[src/rtl/mem_responder.sv]
// mem_responder: single-outstanding memory responder.
// Accepts one request at a time, waits WAIT_CYCLES wait states, then
// performs the access on an internal synchronous RAM and holds the
// response until the initiator consumes it.
module mem_responder #(
  parameter int ADDR_WIDTH  = 8,
  parameter int DATA_WIDTH  = 8,
  parameter int DEPTH       = 256,
  parameter int WAIT_CYCLES = 2
) (
  input  logic                  clk,
  input  logic                  rst,
  input  logic                  req_valid,
  output logic                  req_ready,
  input  logic                  req_write,
  input  logic [ADDR_WIDTH-1:0] req_addr,
  input  logic [DATA_WIDTH-1:0] req_wdata,
  output logic                  resp_valid,
  input  logic                  resp_ready,
  output logic [DATA_WIDTH-1:0] resp_rdata,
  output logic                  resp_err,
  output logic                  busy
);

  // RAM index width; a one-word RAM still needs a one-bit index.
  localparam int RAM_AW = (DEPTH > 1) ? $clog2(DEPTH) : 1;
  // Wait-state counter is 4 bits wide, enough for the 0..15 range.
  localparam logic [3:0] WAIT_INIT = 4'(WAIT_CYCLES);

  typedef enum logic [1:0] {
    ST_IDLE = 2'd0,
    ST_WAIT = 2'd1,
    ST_RESP = 2'd2
  } state_e;

  state_e                  state_q;
  logic [3:0]              cnt_q;
  logic                    wr_q;
  logic [ADDR_WIDTH-1:0]   addr_q;
  logic [DATA_WIDTH-1:0]   wdata_q;
  logic [DATA_WIDTH-1:0]   rdata_q;
  logic                    err_q;

  logic [DATA_WIDTH-1:0]   ram_q [DEPTH];

  logic                    in_range_d;
  logic                    access_d;
  logic [RAM_AW-1:0]       ram_idx_d;

  // When the address space fits entirely inside the RAM every address is
  // legal, so the comparison collapses to a constant instead of comparing
  // against a value the address can never reach.
  generate
    if (DEPTH >= (1 << ADDR_WIDTH)) begin : g_full_range
      assign in_range_d = 1'b1;
    end else begin : g_partial_range
      assign in_range_d = (addr_q < ADDR_WIDTH'(DEPTH));
    end
  endgenerate

  // The access happens on the edge where WAIT sees an expired counter.
  assign access_d  = (state_q == ST_WAIT) && (cnt_q == 4'd0);
  assign ram_idx_d = addr_q[RAM_AW-1:0];

  // Handshake flags are pure decodes of the state register, so there is no
  // combinational path from any input to any output.
  assign req_ready  = (state_q == ST_IDLE);
  assign resp_valid = (state_q == ST_RESP);
  assign busy       = (state_q != ST_IDLE);
  assign resp_rdata = rdata_q;
  assign resp_err   = err_q;

  // RAM write port: contents survive reset, but a reset on the access edge
  // suppresses the write so an aborted transaction leaves no trace.
  always_ff @(posedge clk) begin
    if (!rst && access_d && wr_q && in_range_d) begin
      ram_q[ram_idx_d] <= wdata_q;
    end
  end

  // Transaction FSM: capture request, count wait states, access, hold response.
  always_ff @(posedge clk) begin
    if (rst) begin
      state_q <= ST_IDLE;
      cnt_q   <= 4'd0;
      wr_q    <= 1'b0;
      addr_q  <= '0;
      wdata_q <= '0;
      rdata_q <= '0;
      err_q   <= 1'b0;
    end else begin
      case (state_q)
        ST_IDLE: begin
          if (req_valid) begin
            wr_q    <= req_write;
            addr_q  <= req_addr;
            wdata_q <= req_wdata;
            cnt_q   <= WAIT_INIT;
            state_q <= ST_WAIT;
          end
        end
        ST_WAIT: begin
          if (cnt_q != 4'd0) begin
            cnt_q <= cnt_q - 4'd1;
          end else begin
            state_q <= ST_RESP;
            if (!in_range_d) begin
              rdata_q <= '0;
              err_q   <= 1'b1;
            end else begin
              err_q   <= 1'b0;
              // A write echoes its data; a read returns the stored word.
              rdata_q <= wr_q ? wdata_q : ram_q[ram_idx_d];
            end
          end
        end
        ST_RESP: begin
          if (resp_ready) begin
            state_q <= ST_IDLE;
          end
        end
        default: begin
          state_q <= ST_IDLE;
        end
      endcase
    end
  end

endmodule

[config.mk]
export PLATFORM = sky130hd
export DESIGN_NAME = mem_responder
export DESIGN_NICKNAME = d
export VERILOG_FILES = /design/src/rtl/mem_responder.sv
export SDC_FILE = /design/constraint.sdc
export NUM_CORES = 2
export LEC_CHECK = 0
export ABC_AREA = 1
export CAP_MARGIN = 40
export CORE_ASPECT_RATIO = 1.75
export CORE_MARGIN = 2
export CORE_UTILIZATION = 60
export DETAILED_ROUTE_END_ITERATION = 7
export PLACE_DENSITY = 0.76
export SKIP_LAST_GASP = 1
export SYNTH_ARGS = -nofsm -noshare
export SYNTH_HDL_FRONTEND = slang
export SYNTH_SLANG_ARGS = --single-unit
[constraint.sdc]
create_clock -name clk -period 5.2 [get_ports clk]
set_input_delay 1.04 -clock clk [delete_from_list [all_inputs] [get_ports clk]]
set_output_delay 1.04 -clock clk [all_outputs]
set_load 0.1 [all_outputs]
== After elaboration in Yosys (flattened, before gate mapping) ==
Memories as Yosys holds them, arrays and structs flattened. A register that Yosys moved wholly into a read port is not among the register bits.
Index checks and enable logic that the tools add are counted.
Word-level totals
  flip-flop bits (word level): 23
  latch bits: 0
  bits in writable memories: 2048
  bits in read-only memories: 0
  input port bits: 21
  output and inout port bits: 12
  word-level logic and storage cells: 36
  memories kept: 1
Operators by class
  add/subtract/negate cells: 1
  multipliers: 0
  div/mod/pow operators: 0
  magnitude comparators: 0
  equality and inequality tests: 6
  shift-type cells: 0
  multiplexer cells: 9
  bitwise logic cells: 1
  reduce and logical (&&, ||, !) cells: 13
Memories
  ram_q: depth 256, bits a word 8, rd ports 1, clocked after memory_dff 1, wr ports 1, RTL line 44  | logic [DATA_WIDTH-1:0] ram_q [DEPTH];
Operator list (count)
  4-bit 2-to-1 mux: 2
  4-bit one-hot mux with 2 select lines: 1
  2-bit 2-to-1 mux: 3
  2-bit one-hot mux with 3 select lines: 1
  3-bit AND reduction: 2
  4-bit zero test: 1
  2-bit by 1-bit != test with 1-bit output, second input constant: 2
  2-bit != test, second input constant: 2
  2-bit AND reduction: 2
  2-bit nonzero test: 2
  4-bit nonzero test: 1
  4-bit by 1-bit subtractor with 4-bit output, second input constant: 1
  1-bit logical AND: 3
  2-bit by 1-bit == test with 1-bit output, second input constant: 1
  2-bit == test, second input constant: 1
  2-bit zero test: 1
  1-bit 2-to-1 mux: 2
  1-bit zero test: 1
  1-bit NOT: 1

== Depth between registers and ports, before layout ==
  depth after elaboration: 6
  mapped depth: 19
  gate-level depth less buffers: 15

== Least setup slack after synthesis ==
No wires, ideal clock.
  kind: reg-to-reg
  start point: reg wdata_q[0]
  end point: mem ram_q[0][0], data pin
  library setup time: 0.858 ns
  arrival: 3.409 ns
  data required time: 4.342 ns
  setup slack: 0.933 ns
  stages on the path, launching flop included: 1
  path buffers: 0
  period minus slack after synthesis: 4.267 ns
  path through: dfxtp_1
RTL lines
  start: declaration: RTL line 40  | logic [DATA_WIDTH-1:0] wdata_q;
  start signal: assignment: RTL line 97  | wdata_q <= req_wdata;
  end: declaration: RTL line 44
Straight into the memory's write port.

==> results.cfg <==
[place]
routabilityCongestion = 0.928
port_buffers = 31
hpwl_mm = 140
dp_slack_ns = 0.691
placed_cell_area_um2 = 86800

[worst_setup_path]
rr_startpoint = addr_q[0]$_SDFFE_PP0P_
path_cells = buf_4 -> nor2_4 -> buf_4 -> nand2_1 -> nand2_1 -> o21ai_0 -> nand2_1 -> o21ai_0 -> nand2_1 -> nor2_1 -> nor2_1 -> nor2_1 -> nand2_1 -> nand2_1 -> a21oi_1
cpPeakStageDelay_ns = 0.76
ff2ff_setup_slack_ns = 0.99
slowest_stage = o21ai_0
critPathArrivalTime_ns = 4.88
end_kind = register
reg2reg_depth = 15
worst_path_most_repeated_cell = nand2_1
r2r-end = resp_rdata[0]$_SDFFE_PP0N_
critPathLaunchType = register
crit_fanout = 46
cp_data_required_time_ns = 5.87
criticalPathCategory = register to register

[logic_synthesis]
ys_async_sr_fraction_pct = 0
yosysMostFrequentCell = nand2_1
syn_avg_cell_area_um2 = 11.1
synthTopCellsByCount = nand2_1, edfxtp_1, nor2_1
synthTopCellsByArea = edfxtp_1, nand2_1, nor2_1, buf_2, nand4_1
ys_warn_count = 0
ys_seq_area_share_pct = 73.9
synth.distinct_cells = 27
synth.ff_latch_count = 2079
synth_edf_count = 2048
synth.top_cell.area_share_pct = 73.1
synthFlopType = edfxtp_1
syn_area_um2 = 84100
synth_cells = 7582
synthesis.nets = 7605
synth_largest_area_cell = edfxtp_1

[timing]
maxSlewHeadroom_pct = 33.0
tns_ns = 0
fin_crit_ns = 4.21
rsz0062_at_grt = no
worstMarginPinSlew_ns = 1.00
drv_slew = 0
fmax_mhz = 237
worst_slack_ns = 0.987
setup_viol = 0
finalHoldWorstSlack_ns = 0.535
hold_viol_final = 0
timing.final.crit_share_pct = 81.0
clock_skew_ns = 0.0239

[cts]
htreeDepth = 4
clockRootBuffer = clkbuf_16
cts-buffers-inserted = 168
clk_latency_ns = 0.82
cts_resized = 0
clkTransAtPathRegs_ns = 0.07
cts.sinks = 2079
cts_tree = built
cts_max_path_buffers = 3
cts_hold_buf = 0
cts_setup_buffers = 0

[die]
io_pins = 33
core_area_um2 = 139000
die_w_um = 287
num_rows = 181
die_height_um = 499
dieArea_um2 = 143000
initial_core_util_pct = 60.5

[final_layout]
drive_above_1_share_pct = 5.94
stdcell_area_um2 = 92400
area_growth_pct = 9.86
nNetsFinal = 7572

[detailed_routing]
drt-pass1-iter-count = 8
num_vias = 56800
wire_per_inst_um = 24.5
drc = 3
antenna_left = 0
drt_iter0_drc = 7244
avgViaCountPerCell = 5.97
wl_mm = 233

[power]
p_total_mw = 36.1
peakVddDrop_v = 0.000404
power_leakage_nw = 34.9
power.density_nw_per_um2 = 391

[global_routing]
grt_usage_pct = 32.5
use_met3_pct = 6.48
met2_usage_pct = 53.3
grt_overflow_total = 0
grt_pass1_vias = 55900
grt.busiest_layer = met2
grt_max_degree = 133
met1_usage_pct = 38.1
grt_pass1_wl_mm = 341
antenna_found_initial = 6

[outcome]
violations = design-rule violations
status = finished with violations

[hold_path]
hold_depth = 1
hold_start = cnt_q[0]$_SDFFE_PP0P_
min_path_type = register to register
hold_end = cnt_q[0]$_SDFFE_PP0P_

[job]
cap_violations = 0
## worst max-delay path: cells and delay by family (launching register included)
kind,cells,cell delay [ns]
buffers and inverters,2,0.92
flip-flops,1,0.64
AND/OR/NAND/NOR,10,1.40
AO/OA/AOI/OAI,3,1.04
## layer usage
metal / vias to the layer above / wire length (um)
met4: 8 / 20000
met2: 3581 / 112000
met3: 878 / 24100
li1: 25300 / -
met1: 27100 / 76700
met5: - / 49
## layout by cell type (no fill, tap or decap), drive strengths merged
cell type	instances
a22oi	22
conb	1
nand2	3999
bufinv	20
o21bai	5
clkinvlp	5
o21ai	147
edfxtp	2048
nor3	7
nor2	530
dfxtp	31
clkdlybuf4s50	31
nand4	134
buf	159
clkbuf	191
diode	4
nand3	127
clkinv	85
a21oi	100
inv	45
a221oi	1
ha	2
## cell type report
class	instances	area, um2
Clock inverter	120	1220
Antenna cell	4	10.0
Inverter	35	156
Sequential cell	2079	62200
Timing Repair Buffer	190	2120
Tap cell	1830	2290
Multi-Input combinational cell	5075	20100
Clock buffer	191	4330
Fill cell	9763	46700
## registers in the layout (all words and copies together) (netlist names)
name / count
addr_q: 8
wr_q: 1
ram_q: 2048
cnt_q: 4
resp_rdata: 8
state_q: 2
wdata_q: 8
## power breakdown
group	total [mW]	switching [mW]	internal, mW	leakage, nW
registers	18.9	0.158	18.7	19.0
clock network	12.9	5.87	7.04	2.75
logic	4.29	3.31	0.971	13.2
## metrics by stage
step                util (%)  instances
global placement        62.1       9175
floorplan                  -       7582
detailed placement      62.4       9207
global route            66.4       9521
finish                  66.4       9524
CTS                     66.4       9518
## kinds of logic after synthesis
group	Yosys count	synth area share, %
fa+ha+maj	2	0.0298
compound gates	275	1.72
buf+inv	428	2.29
flops	2079	73.9
simple gates	4797	22.1
other cells	1	0.00446
## worst max path at each step
stage	to	start	slack, ns
2_1_floorplan	ram_q[0][0]$_DFFE_PP_	wdata_q[0]$_SDFFE_PP0P_	0.93
3_3_place_gp	ram_q[22][6]$_DFFE_PP_	rst	0.73
3_5_place_dp	ram_q[50][1]$_DFFE_PP_	rst	0.69
4_1_cts	resp_rdata[7]$_SDFFE_PP0N_	addr_q[1]$_SDFFE_PP0P_	1.16
5_1_grt	resp_rdata[3]$_SDFFE_PP0N_	addr_q[1]$_SDFFE_PP0P_	0.88
6_report	resp_rdata[0]$_SDFFE_PP0N_	addr_q[0]$_SDFFE_PP0P_	0.99
No activity file was read; power rests on OpenSTA's default activity.
